## config.mk

```make
export PLATFORM = sky130hd
export DESIGN_NAME = register_file
export DESIGN_NICKNAME = d
export VERILOG_FILES = /design/src/rtl/register_file_pkg.sv /design/src/rtl/register_file_reg16_cell.sv /design/src/rtl/register_file.sv
export SDC_FILE = /design/constraint.sdc
export NUM_CORES = 1
export LEC_CHECK = 0
export CORE_ASPECT_RATIO = 0.5
export CORE_MARGIN = 2
export CORE_UTILIZATION = 53
export DETAILED_ROUTE_END_ITERATION = 10
export GPL_TIMING_DRIVEN = 0
export PLACE_DENSITY_LB_ADDON = 0.25
export SLEW_MARGIN = 10
export SYNTH_ARGS = -nofsm -noshare
export SYNTH_HDL_FRONTEND = slang
export SYNTH_HIERARCHICAL = 1
export SYNTH_SLANG_ARGS = --single-unit
```

## constraint.sdc

```tcl
create_clock -name i_clock -period 4.6 [get_ports i_clock]
set_input_delay 0.92 -clock i_clock [delete_from_list [all_inputs] [get_ports i_clock]]
set_output_delay 0.92 -clock i_clock [all_outputs]
set_load 0.02 [all_outputs]
```

## src/rtl/register_file_pkg.sv

```systemverilog
// Shared definitions for the ALU operand register bank: data width,
// register function codes and read-port select encodings.
package register_file_pkg;

  // Register and data width of the ALU datapath.
  localparam int WIDTH = 16;

  // Number of registers in the bank (R1..R4 followed by S1..S4).
  localparam int NUM_REGS = 8;

  // Register function codes, shared by every enabled register in a cycle.
  localparam logic [2:0] RF_DEC        = 3'b000;
  localparam logic [2:0] RF_INC        = 3'b001;
  localparam logic [2:0] RF_LOAD       = 3'b010;
  localparam logic [2:0] RF_CLEAR      = 3'b011;
  localparam logic [2:0] RF_LOADL_CLRH = 3'b100;
  localparam logic [2:0] RF_LOADL      = 3'b101;
  localparam logic [2:0] RF_LOADH      = 3'b110;
  localparam logic [2:0] RF_SEXT       = 3'b111;

  // Read-port source encodings. The value doubles as the index of the
  // register in the bank's internal array.
  localparam logic [2:0] SEL_R1 = 3'd0;
  localparam logic [2:0] SEL_R2 = 3'd1;
  localparam logic [2:0] SEL_R3 = 3'd2;
  localparam logic [2:0] SEL_R4 = 3'd3;
  localparam logic [2:0] SEL_S1 = 3'd4;
  localparam logic [2:0] SEL_S2 = 3'd5;
  localparam logic [2:0] SEL_S3 = 3'd6;
  localparam logic [2:0] SEL_S4 = 3'd7;

endpackage

```

## src/rtl/register_file_reg16_cell.sv

```systemverilog
// One 16-bit bank register. When enabled it applies the shared function
// code on the rising clock; otherwise it holds. Asynchronous active-low clear.
module reg16_cell
  import register_file_pkg::*;
(
  input  logic             i_clock,
  input  logic             i_reset_n,
  input  logic             i_e,
  input  logic [2:0]       i_fun_sel,
  input  logic [WIDTH-1:0] i_i,
  output logic [WIDTH-1:0] o_q
);

  logic [WIDTH-1:0] r_q;
  logic [WIDTH-1:0] w_next;

  // Next value for the selected function; byte ops take the low byte of I.
  always_comb begin
    w_next = r_q;
    case (i_fun_sel)
      RF_DEC:        w_next = r_q - 1'b1;
      RF_INC:        w_next = r_q + 1'b1;
      RF_LOAD:       w_next = i_i;
      RF_CLEAR:      w_next = '0;
      RF_LOADL_CLRH: w_next = {8'h00, i_i[7:0]};
      RF_LOADL:      w_next = {r_q[15:8], i_i[7:0]};
      RF_LOADH:      w_next = {i_i[7:0], r_q[7:0]};
      RF_SEXT:       w_next = {{8{i_i[7]}}, i_i[7:0]};
      default:       w_next = r_q;
    endcase
  end

  // State register: asynchronous clear, update only when enabled.
  always_ff @(posedge i_clock or negedge i_reset_n) begin
    if (!i_reset_n) begin
      r_q <= '0;
    end else if (i_e) begin
      r_q <= w_next;
    end
  end

  assign o_q = r_q;

endmodule

```

## src/rtl/register_file.sv

```systemverilog
// ALU operand register bank: four general registers R1..R4 and four
// scratch registers S1..S4, a shared function code with per-register
// enables, and two independent combinational read ports.
module register_file
  import register_file_pkg::*;
(
  input  logic             i_clock,
  input  logic             i_reset_n,
  input  logic [WIDTH-1:0] i_i,
  input  logic [2:0]       i_fun_sel,
  input  logic [3:0]       i_reg_sel,
  input  logic [3:0]       i_scr_sel,
  input  logic [2:0]       i_out_a_sel,
  input  logic [2:0]       i_out_b_sel,
  output logic [WIDTH-1:0] o_out_a,
  output logic [WIDTH-1:0] o_out_b
);

  // Enable fan-out: index 0..3 = R1..R4, 4..7 = S1..S4, matching SEL_*.
  logic [NUM_REGS-1:0] w_en;
  logic [WIDTH-1:0]    w_q [NUM_REGS];

  assign w_en = {i_scr_sel, i_reg_sel};

  genvar gi;
  generate
    for (gi = 0; gi < NUM_REGS; gi++) begin : g_reg
      reg16_cell u_cell (
        .i_clock   (i_clock),
        .i_reset_n (i_reset_n),
        .i_e       (w_en[gi]),
        .i_fun_sel (i_fun_sel),
        .i_i       (i_i),
        .o_q       (w_q[gi])
      );
    end
  endgenerate

  // Read port A: 8:1 mux, no bypass of same-cycle writes.
  always_comb begin
    o_out_a = '0;
    case (i_out_a_sel)
      SEL_R1:  o_out_a = w_q[0];
      SEL_R2:  o_out_a = w_q[1];
      SEL_R3:  o_out_a = w_q[2];
      SEL_R4:  o_out_a = w_q[3];
      SEL_S1:  o_out_a = w_q[4];
      SEL_S2:  o_out_a = w_q[5];
      SEL_S3:  o_out_a = w_q[6];
      SEL_S4:  o_out_a = w_q[7];
      default: o_out_a = '0;
    endcase
  end

  // Read port B: independent 8:1 mux with the same encoding as port A.
  always_comb begin
    o_out_b = '0;
    case (i_out_b_sel)
      SEL_R1:  o_out_b = w_q[0];
      SEL_R2:  o_out_b = w_q[1];
      SEL_R3:  o_out_b = w_q[2];
      SEL_R4:  o_out_b = w_q[3];
      SEL_S1:  o_out_b = w_q[4];
      SEL_S2:  o_out_b = w_q[5];
      SEL_S3:  o_out_b = w_q[6];
      SEL_S4:  o_out_b = w_q[7];
      default: o_out_b = '0;
    endcase
  end

endmodule

```

==> impl_summary.log, run 1 <==
INFO  metric final.min_clock_period = ~4.6 ns
INFO  metric pwr_density_cell = between 400 and 500 nW/um^2
INFO  metric number_of_vias_per_cell = 6.77
INFO  metric routed_wl = roughly 62 mm
INFO  metric synth_seq_area_share = 0.197
INFO  metric cellLeakagePower = between 7 and 8 nW
INFO  metric clkSlewWorstSetupHoldPaths = approximately 0.060 ns
INFO  metric rsz0062_at_grt = no
INFO  metric yosysWarningCount = 6
INFO  metric mappedNetlistNets = about 2.2k
INFO  metric yosys.cell_types.count = 76
INFO  metric die_width = ~250 um
INFO  metric tritoncts = done
INFO  metric layout.nets = around 2.3k
INFO  metric floorplan.io_pins = 67
INFO  metric die_footprint = around 32000 um^2
INFO  metric holdWs = roughly 0.47 ns
INFO  metric period_share = 0.991
INFO  metric power.ir.vdd_worst = around 0.00028 V
INFO  metric clock_sinks = ~130
INFO  metric final-hold-violation-count = 0
INFO  metric setup_viol = 0
INFO  metric drv.max_cap_violation_count = 0
INFO  metric largest_register_ffs = around 130
INFO  metric cts_setup_buffers = 0
INFO  metric synth_flop_cell = dfrtp_1
INFO  metric achievable-frequency = around 220 MHz
INFO  metric syn_inst = between 2k and 2.5k
INFO  metric grt_antenna_before_repair = 3
INFO  metric clock_latency_reported_for_the_late_side_of_the_worst_skew_pair = 0.46 ns
INFO  metric layout-area-overhead-vs-synth = 11.0%
INFO  metric route.antenna.remaining_nets = 0
INFO  metric cts_made_buffers = 17
INFO  metric synth_seq_cells = 128
INFO  metric drtPass1Iterations = 5
INFO  metric endpoint_kind = output pin
INFO  metric summed_instance_area_of_the_synthesized_netlist = ~16000 um^2
INFO  metric worst-setup-path-type = in -> out
INFO  metric worst_hold_path_type = in -> async
INFO  metric grt.total_usage = 0.383
INFO  metric finClkSkew = between 0.01 and 0.015 ns
INFO  metric chipHeight = ~130 um
INFO  metric timing.slew.headroom = 0.111
INFO  metric num_vias = ~17k
INFO  metric portBuffers = 62
INFO  metric run_status = finished clean
INFO  metric fin_util = 0.597
INFO  metric global_route_wire_length_before_repair = 93.9 mm
INFO  metric first_global_vias = 15.5k
INFO  metric drt_drc_violations_left = 0
INFO  metric slew_violations = 0
INFO  metric timing.critical_path.from_type = input pin
INFO  metric coreArea = around 30000 um^2
INFO  metric most-common-layout-cells = 218 x a21oi_1, 183 x nor2_1, 134 x o21ai_0
INFO  metric synthesis.area_per_instance = about 7.8 um^2
INFO  metric finalWeightedCongestion = about 1
INFO  metric mostFrequentLayoutCell = a21oi_1
INFO  metric reg2reg_setup_slack = 2.01 ns
INFO  metric global_route.overflow_total = 0
INFO  metric highest_fanout_seen_on_the_critical_path = 10
INFO  metric cts_buffer_depth = 2
INFO  metric synth_edf_count = 0
INFO  metric hpwlAfterDp = between 40 and 50 mm
INFO  metric async_flop_share = 1.00
INFO  metric htree_levels = 4
INFO  metric max_slew.worst_pin.slew = around 1.3 ns
INFO  metric detailedRoute.firstIterationViolations = ~2.5k
INFO  metric cts-root-buf = clkbuf_16
INFO  metric routed_wire_length_per_instance = 24.0 um
INFO  metric starting_density_of_the_core = 0.538
INFO  metric num_rows = 45
INFO  metric maximum_number_of_pins_on_one_net_before_global_route_repair = between 60 and 70
INFO  metric required = 3.68 ns
INFO  metric crit_arrival = between 3 and 4 ns
INFO  metric drive_gt1_frac = 0.0832
layout make-up:
cell class / instances / area [um^2]
Multi-Input combinational cell: 1756 / 12300
Fill cell: 2818 / 12200
Sequential cell: 128 / 3200
Timing Repair Buffer: 64 / 644
Buffer: 116 / 539
Tap cell: 399 / 499
Clock buffer: 17 / 425
Inverter: 80 / 300
Clock inverter: 15 / 208
Antenna cell: 1 / 2.50
synth_stat cells, types with 17 or more instances:
| cell type | number | area share |
|---|---|---|
| o32a_1 | 17 | 0.010 |
| o22ai_1 | 41 | 0.016 |
| nor2_1 | 184 | 0.042 |
| o21ai_1 | 20 | 0.0061 |
| o21ai_0 | 134 | 0.041 |
| inv_1 | 76 | 0.018 |
| o21a_1 | 64 | 0.030 |
| a211oi_1 | 30 | 0.014 |
| nand4_1 | 20 | 0.0077 |
| nor3_1 | 33 | 0.010 |
| nand2b_1 | 40 | 0.015 |
| o221ai_1 | 20 | 0.011 |
| a21oi_1 | 218 | 0.067 |
| ha_1 | 120 | 0.092 |
| mux2_2 | 20 | 0.014 |
| dfrtp_1 | 128 | 0.20 |
| buf_2 | 55 | 0.017 |
| clkbuf_1 | 54 | 0.012 |
| nor3b_1 | 27 | 0.012 |
| nand2_1 | 126 | 0.029 |
| o211ai_1 | 20 | 0.0092 |
| xor2_1 | 36 | 0.019 |
| mux2i_1 | 104 | 0.064 |
| xnor2_1 | 44 | 0.024 |
| nand3_1 | 79 | 0.024 |
| a21o_1 | 29 | 0.013 |
| a31oi_1 | 34 | 0.013 |
routing by layer:
| layer | track usage | up-vias | share of wire | wire [um] |
|---|---|---|---|---|
| met5 | 0 | - | 0 | 0 |
| met4 | 0.148 | 0 | 0.037 | 2280 |
| met3 | 0.0895 | 168 | 0.12 | 7610 |
| met2 | 0.554 | 911 | 0.41 | 25100 |
| met1 | 0.550 | 8337 | 0.43 | 26900 |
| li1 | - | 8027 | - | - |
critical path: stages:
cell	delay (ns)
clkdlybuf4s50_1	0.54
clkbuf_1	0.45
nor3b_1	0.15
a211oi_1	0.69
o22a_1	0.26
clkdlybuf4s50_1	0.62
metrics by stage:
step / power, mW / TNS [ns] / setup slack (ns) / std cells / instance area (um^2)
2_1_floorplan: 4.49 / 0 / 1.11 / 2080 / 16300
3_3_place_gp: 5.65 / -443.19 / -3.08 / 2541 / 17400
3_5_place_dp: 5.69 / -52.77 / -0.894 / 2543 / 17400
4_1_cts: 7.23 / 0 / 0.187 / 2575 / 18100
5_1_grt: 7.78 / 0 / 0.0428 / 2576 / 18100
6_report: 7.35 / 0 / 0.0395 / 2576 / 18100
kinds of logic after synthesis:
logic type / synth area share
buf+inv: 0.0516
flops: 0.197
simple gates: 0.192
fa+ha+maj: 0.112
xor+xnor: 0.0430
mux: 0.0833
compound gates: 0.322
power breakdown:
part	switching, mW	internal (mW)	total (mW)
clock network	0.608	0.913	1.52
registers	0.589	1.38	1.96
logic	2.26	1.60	3.86
timing repair:
action / in CTS / in global routing
gates resized for setup: 4 / 7
hold buffers: 0 / 0
endpoints found under the setup margin: 55 / 12
gates cloned: 0 / 0
path summary, 6_finish.rpt:
path,startpoint,endpoint,depth (start not counted)
worst max-delay path,i_out_b_sel[2],o_out_b[12],6
worst min-delay path,i_reset_n,g_reg[2].u_cell/o_q[9]$_DFFE_PN0P_,1
worst max register to register,g_reg[3].u_cell/o_q[0]$_DFFE_PN0P_,g_reg[3].u_cell/o_q[12]$_DFFE_PN0P_,7
worst min register to register,g_reg[5].u_cell/o_q[8]$_DFFE_PN0P_,g_reg[5].u_cell/o_q[8]$_DFFE_PN0P_,1
max in group asynchronous,i_reset_n,g_reg[7].u_cell/o_q[14]$_DFFE_PN0P_,2
min in group i_clock,g_reg[5].u_cell/o_q[8]$_DFFE_PN0P_,g_reg[5].u_cell/o_q[8]$_DFFE_PN0P_,1
(Power assumes the default switching activity.)
==> inputs of run 2 (changes only) <==
- HOLD_SLACK_MARGIN: not set -> 0.15
- SLEW_MARGIN: 10 -> not set
==> run 2 against run 1 <==
Effect of this change:
- the run now ends with max-capacitance violations, max-slew violations left
- via count rose by 0.17%
- clock skew about the same
- power shrank 0.77%
- register-to-register slack lost 0.03 ns
- clock-buffer cell count increased by 2
- utilization is 0.066 points lower
- combinational power is essentially flat
- sequential power about the same
- critical path depth grew 1
- largest power group unchanged
==> impl_summary.log, run 2 (same netlist as run 1, synthesis figures left out) <==
INFO  metric placement.cell_area = 17400 um^2
INFO  metric setup_viol = 0
INFO  metric final_critical_path_setup_slack = 0.0620 ns
INFO  metric final-hold-violation-count = 0
INFO  metric crit_arrival = between 3 and 4 ns
INFO  metric first_global_vias = ~16k
INFO  metric worst_hold_path_type = in -> async
INFO  metric most-common-layout-cells = 218 x a21oi_1, 183 x nor2_1, 134 x o21ai_0
INFO  metric timing.critical_path.cells = clkdlybuf4s50_1, buf_2, buf_2, nor3b_1, a211oi_1, o22a_1, clkdlybuf4s50_1
INFO  metric finClkSkew = between 0.01 and 0.015 ns
INFO  metric violations = max-capacitance violations, max-slew violations
INFO  metric hpwlAfterDp = 45.8 mm
INFO  metric cts_made_buffers = 17
INFO  metric run_status = complete, but fails checks
INFO  metric num_rows = 45
INFO  metric power.ir.vdd_worst = 0.000287 V
INFO  metric grt.total_usage = 0.379
INFO  metric pre_cts_ws = -0.890 ns
INFO  metric clock_latency_reported_for_the_late_side_of_the_worst_skew_pair = roughly 0.46 ns
INFO  metric drt_drc_violations_left = 0
INFO  metric regArea = between 3000 and 4000 um^2
INFO  metric die_width = ~250 um
INFO  metric period_share = 0.987
INFO  metric cellLeakagePower = ~7.4 nW
INFO  metric highest_fanout_seen_on_the_critical_path = 10
INFO  metric chipHeight = 128 um
INFO  metric reg2regPathDepth = 7
INFO  metric endpoint_kind = output pin
INFO  metric largest_register_ffs = 128
INFO  metric critPathMaxStageDelay = between 0.6 and 0.7 ns
INFO  metric global_route.overflow_total = 0
INFO  metric layout.nets = 2325
INFO  metric htree_levels = 4
INFO  metric routed_wire_length_per_instance = about 24 um
INFO  metric clock_sinks = between 100 and 150
INFO  metric global_route_wire_length_before_repair = ~93 mm
INFO  metric number_of_vias_per_cell = 6.79
INFO  metric num_vias = roughly 17k
INFO  metric starting_density_of_the_core = 0.538
INFO  metric drive_gt1_frac = 0.0818
INFO  metric grt_antenna_before_repair = 2
INFO  metric slowest_stage = a211oi_1
INFO  metric floorplan.io_pins = 67
INFO  metric tritoncts = done
INFO  metric multiInputGateArea = ~12000 um^2
INFO  metric timing.critical_path.from_type = input pin
INFO  metric crit_cells = 7
INFO  metric detailedRoute.firstIterationViolations = around 2.5k
INFO  metric mostFrequentLayoutCell = a21oi_1
INFO  metric slew_violations = 1
INFO  metric max_slew.worst_pin.slew = 1.50 ns
INFO  metric cts_buffer_depth = 2
INFO  metric portBuffers = 62
INFO  metric final.fill_count = 2789
INFO  metric cts-root-buf = clkbuf_16
INFO  metric die_footprint = 32200 um^2
INFO  metric fin_total_pwr = 7.29 mW
INFO  metric final.min_clock_period = around 4.5 ns
INFO  metric layout-area-overhead-vs-synth = 10.9%
INFO  metric timing.slew.headroom = -0.00276
INFO  metric final-instance-count-excl-fill = 2575
INFO  metric rsz0062_at_grt = no
INFO  metric critPathTopFamily = buffers and inverters
INFO  metric drtPass1Iterations = 8
INFO  metric finalWeightedCongestion = just over 1
INFO  metric routed_wl = 61.7 mm
INFO  metric finish.instance_area = 18100 um^2
INFO  metric drv.max_cap_violation_count = 1
INFO  metric achievable-frequency = 220 MHz
INFO  metric buf_inv_on_cp = 4
INFO  metric required = 3.68 ns
INFO  metric clkSlewWorstSetupHoldPaths = 0.06 ns
INFO  metric cts_hold_buf = 0
INFO  metric pwr_density_cell = between 400 and 500 nW/um^2
INFO  metric post-place-cells = approximately 2.5k
INFO  metric coreArea = between 30000 and 40000 um^2
INFO  metric maximum_number_of_pins_on_one_net_before_global_route_repair = 69
INFO  metric worst-setup-path-type = in -> out
INFO  metric route.antenna.remaining_nets = 0
[run 2: routing by layer]
metal | wire [um] | GRT usage | vias to the layer above
met5 | 13 | 0 | -
met4 | 2330 | 0.155 | 2
met3 | 7780 | 0.103 | 168
met2 | 24900 | 0.545 | 986
met1 | 26700 | 0.536 | 8284
li1 | - | - | 8033
[run 2: path summary, 6_finish.rpt]
| check | start | endpoint | slack [ns] |
|---|---|---|---|
| max | i_out_b_sel[2] | o_out_b[9] | 0.06 |
| min | i_reset_n | g_reg[2].u_cell/o_q[9]$_DFFE_PN0P_ | 0.47 |
| max reg2reg | g_reg[3].u_cell/o_q[0]$_DFFE_PN0P_ | g_reg[3].u_cell/o_q[12]$_DFFE_PN0P_ | 1.98 |
| min reg2reg | g_reg[5].u_cell/o_q[8]$_DFFE_PN0P_ | g_reg[5].u_cell/o_q[8]$_DFFE_PN0P_ | 0.58 |
| max in group asynchronous | i_reset_n | g_reg[3].u_cell/o_q[1]$_DFFE_PN0P_ | 3.31 |
| min in group i_clock | g_reg[5].u_cell/o_q[8]$_DFFE_PN0P_ | g_reg[5].u_cell/o_q[8]$_DFFE_PN0P_ | 0.58 |
[run 2: timing repair]
| action | in CTS | in global routing |
|---|---|---|
| buffers inserted | 0 | 0 |
| resized for setup | 5 | 8 |
| pin swaps | 0 | 0 |
| endpoints found under the setup margin | 60 | 9 |
[run 2: report_power, final]
part | switching, mW | internal, mW
sequential | 0.591 | 1.38
clock | 0.585 | 0.879
combinational | 2.26 | 1.60
[run 2: area by class of cell]
class / count / share of cell area
multi-input combinational: 1756 / 0.679
sequential: 128 / 0.177
timing repair buffer: 63 / 0.0353
buffer: 116 / 0.0299
tap: 399 / 0.0276
clock buffer: 19 / 0.0251
inverter: 80 / 0.0166
clock inverter: 13 / 0.00901
antenna: 1 / 0.000139
[run 2: per-stage QoR]
| stage | hold WS (ns) | TNS, ns | util |
|---|---|---|---|
| after detailed placement | 0.564 | -53.47 | 0.575 |
| after floorplan | 0.490 | 0 | - |
| final | 0.469 | 0 | 0.596 |
| after global routing | 0.516 | 0 | 0.596 |
| after global placement | 0.557 | -443.19 | 0.575 |
| after CTS | 0.496 | 0 | 0.595 |
